[config.mk]
export PLATFORM = sky130hd
export DESIGN_NAME = if_id_fetch_stage_flat
export DESIGN_NICKNAME = d
export VERILOG_FILES = /design/src/rtl/if_id_fetch_stage_if.sv /design/src/rtl/if_id_fetch_stage.sv /design/src/flat_wrapper.sv
export SDC_FILE = /design/constraint.sdc
export NUM_CORES = 1
export LEC_CHECK = 0
export ABC_AREA = 1
export BUFFER_PORTS_ARGS = -buffer_cell sky130_fd_sc_hd__buf_2
export CELL_PAD_IN_SITES_DETAIL_PLACEMENT = 0
export CELL_PAD_IN_SITES_GLOBAL_PLACEMENT = 1
export CORE_MARGIN = 2
export CORE_UTILIZATION = 33
export CTS_BUF_LIST = sky130_fd_sc_hd__clkbuf_16
export CTS_CLUSTER_DIAMETER = 80
export DETAILED_ROUTE_END_ITERATION = 16
export PLACE_DENSITY = 0.82
export SLEW_MARGIN = 20
export SYNTH_ARGS = -nofsm -noshare
export SYNTH_HDL_FRONTEND = slang
export SYNTH_SLANG_ARGS = --single-unit
[constraint.sdc]
create_clock -name clk -period 4.4 [get_ports clk]
set_input_delay 0.88 -clock clk [delete_from_list [all_inputs] [get_ports clk]]
set_output_delay 0.88 -clock clk [all_outputs]
set_load 0.01 [all_outputs]
[src/rtl/if_id_fetch_stage_if.sv]
// Fetch-stage bundle: hazard controls, redirect, instruction memory port and IF/ID outputs.
// Optional stall_count member is present only when FETCH_STALL_CNT_EN is defined.
// master = the fetch stage, slave = the surrounding pipeline/testbench.
interface if_id_fetch_stage_if;
   // hazard unit controls
   logic        PC_Stop;
   logic        stall;
   // redirect from decode
   logic        branch_taken;
   logic [31:0] branch_target;
   logic        jump;
   logic [31:0] jump_target;
   // instruction memory
   logic [31:0] imem_addr;
   logic [31:0] imem_rdata;
   // fetch PC and IF/ID register
   logic [31:0] pc;
   logic [31:0] instr_id;
   logic [31:0] pc_plus4_id;
   logic        valid_id;
`ifdef FETCH_STALL_CNT_EN
   logic [31:0] stall_count;
`endif

   modport master (
      input  PC_Stop, stall, branch_taken, branch_target, jump, jump_target, imem_rdata,
      output imem_addr, pc, instr_id, pc_plus4_id, valid_id
`ifdef FETCH_STALL_CNT_EN
      , output stall_count
`endif
   );

   modport slave (
      output PC_Stop, stall, branch_taken, branch_target, jump, jump_target, imem_rdata,
      input  imem_addr, pc, instr_id, pc_plus4_id, valid_id
`ifdef FETCH_STALL_CNT_EN
      , input stall_count
`endif
   );
endinterface

[src/rtl/if_id_fetch_stage.sv]
// Purpose: MIPS-32 fetch stage; owns the PC and the IF/ID register (optional stall counter: FETCH_STALL_CNT_EN).
// Latency: 1 cycle fetch-to-IF/ID; taken branch/jump costs one bubble cycle.
// Backpressure: PC_Stop freezes the PC, stall freezes IF/ID; a redirect seen while frozen is dropped.
module if_id_fetch_stage #(
   parameter logic [31:0] RESET_PC = 32'h0000_0000
) (
   input  logic                     clk,
   input  logic                     rst,
   if_id_fetch_stage_if.master      fe
);

   typedef struct packed {
      logic [31:0] instr;
      logic [31:0] pc_plus4;
      logic        valid;
   } if_id_t;

   logic [31:0] pc_q;
   logic [31:0] pc_plus4;
   logic [31:0] redirect_target;
   logic        redirect;
   if_id_t      if_id_q;

   // Branch wins over jump when decode raises both.
   assign redirect        = fe.branch_taken | fe.jump;
   assign redirect_target = fe.branch_taken ? fe.branch_target : fe.jump_target;
   assign pc_plus4        = pc_q + 32'd4;   // wraps modulo 2^32

   // Program counter: hold on PC_Stop, else redirect or sequential.
   always_ff @(posedge clk or posedge rst) begin
      if (rst)
         pc_q <= RESET_PC;
      else if (!fe.PC_Stop)
         pc_q <= redirect ? redirect_target : pc_plus4;
   end

   // IF/ID register: hold on stall, squash to a bubble on redirect, else capture the fetch.
   always_ff @(posedge clk or posedge rst) begin
      if (rst)
         if_id_q <= '0;
      else if (!fe.stall) begin
         if (redirect)
            if_id_q <= '0;
         else
            if_id_q <= '{instr: fe.imem_rdata, pc_plus4: pc_plus4, valid: 1'b1};
      end
   end

   assign fe.imem_addr   = pc_q;
   assign fe.pc          = pc_q;
   assign fe.instr_id    = if_id_q.instr;
   assign fe.pc_plus4_id = if_id_q.pc_plus4;
   assign fe.valid_id    = if_id_q.valid;

`ifdef FETCH_STALL_CNT_EN
   logic [31:0] stall_cnt_q;

   // Count stalled edges, saturating rather than wrapping.
   always_ff @(posedge clk or posedge rst) begin
      if (rst)
         stall_cnt_q <= '0;
      else if (fe.stall && (stall_cnt_q != 32'hFFFF_FFFF))
         stall_cnt_q <= stall_cnt_q + 32'd1;
   end

   assign fe.stall_count = stall_cnt_q;
`endif

endmodule

[src/flat_wrapper.sv]
// flat-port wrapper written by rule: the top's interface ports become plain ports
module if_id_fetch_stage_flat 
#(
   parameter logic [31:0] RESET_PC = 32'h0000_0000
)
  (clk, rst, fe_PC_Stop, fe_stall, fe_branch_taken, fe_branch_target, fe_jump, fe_jump_target, fe_imem_rdata, fe_imem_addr, fe_pc, fe_instr_id, fe_pc_plus4_id, fe_valid_id);
  if_id_fetch_stage_if fe_i ();
  input  logic clk;
  input  logic rst;
  input wire logic [$bits(fe_i.PC_Stop)-1:0] fe_PC_Stop;
  input wire logic [$bits(fe_i.stall)-1:0] fe_stall;
  input wire logic [$bits(fe_i.branch_taken)-1:0] fe_branch_taken;
  input wire logic [$bits(fe_i.branch_target)-1:0] fe_branch_target;
  input wire logic [$bits(fe_i.jump)-1:0] fe_jump;
  input wire logic [$bits(fe_i.jump_target)-1:0] fe_jump_target;
  input wire logic [$bits(fe_i.imem_rdata)-1:0] fe_imem_rdata;
  output wire logic [$bits(fe_i.imem_addr)-1:0] fe_imem_addr;
  output wire logic [$bits(fe_i.pc)-1:0] fe_pc;
  output wire logic [$bits(fe_i.instr_id)-1:0] fe_instr_id;
  output wire logic [$bits(fe_i.pc_plus4_id)-1:0] fe_pc_plus4_id;
  output wire logic [$bits(fe_i.valid_id)-1:0] fe_valid_id;
  assign fe_i.PC_Stop = fe_PC_Stop;
  assign fe_i.stall = fe_stall;
  assign fe_i.branch_taken = fe_branch_taken;
  assign fe_i.branch_target = fe_branch_target;
  assign fe_i.jump = fe_jump;
  assign fe_i.jump_target = fe_jump_target;
  assign fe_i.imem_rdata = fe_imem_rdata;
  assign fe_imem_addr = fe_i.imem_addr;
  assign fe_pc = fe_i.pc;
  assign fe_instr_id = fe_i.instr_id;
  assign fe_pc_plus4_id = fe_i.pc_plus4_id;
  assign fe_valid_id = fe_i.valid_id;
  if_id_fetch_stage #(.RESET_PC(RESET_PC)) u_core (.clk(clk), .rst(rst), .fe(fe_i));
endmodule
==> flow_summary.yaml <==
worst_setup_path:
  cp.arrival_ns: 3.05
  worstSetupPathType: "input pin to register"
  cp-end-kind: "register"
  crit_required_ns: 4.63
  worst-path-max-fanout: 33
  cp-start-kind: "input pin"
clocking:
  max-clock-path-buffers: 2
  cts_buffers: 9
  hold_buffers: 0
  clkLatencyLatePin_ns: 0.35
  path_clk_slew_ns: 0.07
  cts.repair.resized: 0
  cts_tree: "yes"
  clock-sinks: 97
  clockRootBuffer: "clkbuf_16"
  cts_setup_buffers: 0
  h-tree-depth: 3
yosys:
  synth.yosys.seq_area_share_pct: 46.4
  ys_top_cells_by_area: "dfrtp_1 46%, nand2_1 14%, nand3_1 6.1%"
  synth_edf_count: 0
  synth_seq_cells: 97
  ys_warn_count: 0
  ys_types: 30
  synth_area_sq_um: 5230
  async_flop_share_pct: 100
  synth_top_cell_area_share_pct: 46.4
  synthesis.nets: 761
  syn_area_per_cell_sq_um: 7.94
  synth_area_leader_cell: "dfrtp_1"
  synth_cells: 658
  synth_ff_type: "dfrtp_1"
pwr:
  peakVddDrop_v: 0.000180
  design_power_total_mw: 2.35
  p_sw_mw: 0.747
  p_leak_nw: 3.48
  intPower_mw: 1.60
  power_density_nw_per_um2: 356
  clockPowerShare_pct: 34.1
  p_comb_share_pct: 20.9
  pwr-share-seq_pct: 45.0
  swShare_pct: 31.8
grt:
  grt_overflow: 0
  grt_max_degree: 97
  grt_util_all_layers_pct: 19.0
  grt_pass1_vias: 4716
  antenna_found_initial: 1
  grt_first_pass_wirelength_mm: 24.8
finish:
  drive_gt1_share_pct: 35.5
  final_cell_area_sq_um: 6600
  diodes: 0
  syn_to_final_growth_pct: 26.2
  final_nets: 943
placed_design:
  gp_congestion: 0.809
  dp_hpwl_mm: 11.4
  placed_cell_area_sq_um: 6300
  numPortBuffers: 230
timing:
  finalCriticalPeriod_ns: 2.83
  tightest_slew_ns: 1.00
  rsz0062_at_grt: "no"
  relSlewSlack_pct: 32.9
  tns_ns: 0
  min_period_over_period_pct: 64.3
  finalHoldViolations: 0
  fmax_ghz: 0.354
  setup_viol: 0
  fin_worst_skew_ns: 0.00838
  drv_slew: 0
die:
  ioPinCount: 231
  row_count: 46
  die_area_sq_um: 16900
  initial_core_util_pct: 33.4
  die_y_microns: 130
  core_area_sq_um: 15700
  die_w_microns: 130
detailed_routing:
  first_pass_iters: 4
  num_vias: 4938
  wl_per_cell_microns: 14.8
  drtAntennaViolNets: 0
  wl_mm: 15.7
  route.detailed.drc: 0
  initialDrtViolationCount: 225
  vias_per_cell: 4.65
min_path:
  hold_path.class: "input pin to asynchronous set/reset pin"
job:
  max-cap-violations: 0
outcome:
  status: "completed"
[final cells by class]
cell class,instances,area [sq um]
clock inverters,7,71.3
clock buffers,9,225
inverters,43,164
flip-flops and latches,97,2430
repair buffers,236,1200
well taps,216,270
fillers,1690,9060
multi-input cells,453,2240
[cells in the final DEF, fill, tap and decap left out]
cell	instances
buf_2	229
nand2_1	191
dfrtp_1	97
nand3_1	64
nor2_1	54
inv_1	36
a21oi_1	23
o21ai_0	20
o21ai_1	16
a221oi_1	16
a31oi_1	10
a22oi_1	10
nor2_4	9
clkbuf_16	9
nand2_2	8
nand3_2	8
buf_4	7
nor2_2	5
o21ai_2	5
a21oi_2	5
inv_2	3
clkinv_1	3
clkinvlp_4	3
nand2_4	2
or2_2	2
o21bai_1	2
clkinv_2	2
nor3_1	1
xnor2_1	1
inv_4	1
ha_1	1
clkinv_4	1
bufinv_16	1
[synth_stat cells (2+ instances only)]
cell,number
nand2_1,191
dfrtp_1,97
nand3_1,64
nor2_1,54
inv_1,38
buf_4,34
a21oi_1,23
clkbuf_1,21
o21ai_0,20
a221oi_1,16
o21ai_1,16
a22oi_1,10
a31oi_1,10
nor2_4,9
buf_2,8
nand2_2,8
nand3_2,8
a21oi_2,5
nor2_2,5
o21ai_2,5
inv_2,3
clkinv_1,2
nand2_4,2
o21bai_1,2
or2_2,2
[power by group through the flow]
stage	combinational (mW)	clock [mW]	sequential [mW]
detailed placement	0.498	0	1.07
global placement	0.492	0	1.07
floorplan	0.297	0	1.09
CTS	0.499	0.827	1.06
global route	0.556	0.861	1.07
finish	0.490	0.801	1.06
[metal layers]
layer | share of wire, % | global-route usage, % | up-vias
met5 | 0.051 | 0 | -
met4 | 1.5 | 6.96 | 2
met3 | 6.8 | 3.90 | 18
met2 | 47 | 31.2 | 187
met1 | 45 | 24.8 | 2235
li1 | - | - | 2496
[critical path, stage by stage]
cell	delay (ns)
buf_2	0.08
buf_4	0.36
inv_2	0.12
nand2_1	0.08
clkinv_1	0.77
a221oi_1	0.64
a21oi_1	0.12
[flip-flops by register name, indices dropped and copies added, names as in the netlist]
register,count
u_core.fe.imem_addr,32
u_core.fe.instr_id,32
u_core.fe.pc_plus4_id,32
u_core.fe.valid_id,1
[kinds of logic (layout without fill, tap and decap cells)]
logic type / count (synthesis) / count (layout) / synth area share [%]
AOI/OAI and AO/OA: 107 / 107 / 12.9
xor gates and xnor gates: 1 / 1 / 0.168
adders and majority gates: 1 / 1 / 0.239
buffers and inverters: 108 / 295 / 10.7
DFF: 97 / 97 / 46.4
and+or+nand+nor: 344 / 344 / 29.5
[metrics by stage]
stage               instances  util, %  hold slack [ns]  worst slack, ns
detailed placement       1045     40.2            0.462             1.42
floorplan                 658        -            0.514            0.986
global placement         1045     40.2            0.460             1.45
finish                   1061     42.1            0.448             1.57
global route             1061     42.1            0.459             1.31
CTS                      1061     42.1            0.441             1.78
[final timing paths]
kind | from | to | slack (ns) | cells past startpoint
worst min-delay path | rst | u_core.fe.instr_id[21] | 0.45 | 2
worst max-delay path | fe_branch_taken | u_core.fe.imem_addr[28] | 1.57 | 7
worst min register to register | u_core.fe.pc_plus4_id[10] | u_core.fe.pc_plus4_id[10] | 0.48 | 2
min in group clk | u_core.fe.pc_plus4_id[10] | u_core.fe.pc_plus4_id[10] | 0.48 | 2
max in group asynchronous | rst | u_core.fe.pc_plus4_id[17] | 3.12 | 3
worst max register to register | u_core.fe.imem_addr[3] | u_core.fe.imem_addr[28] | 2.72 | 9
No activity file was read; power rests on OpenSTA's default activity.
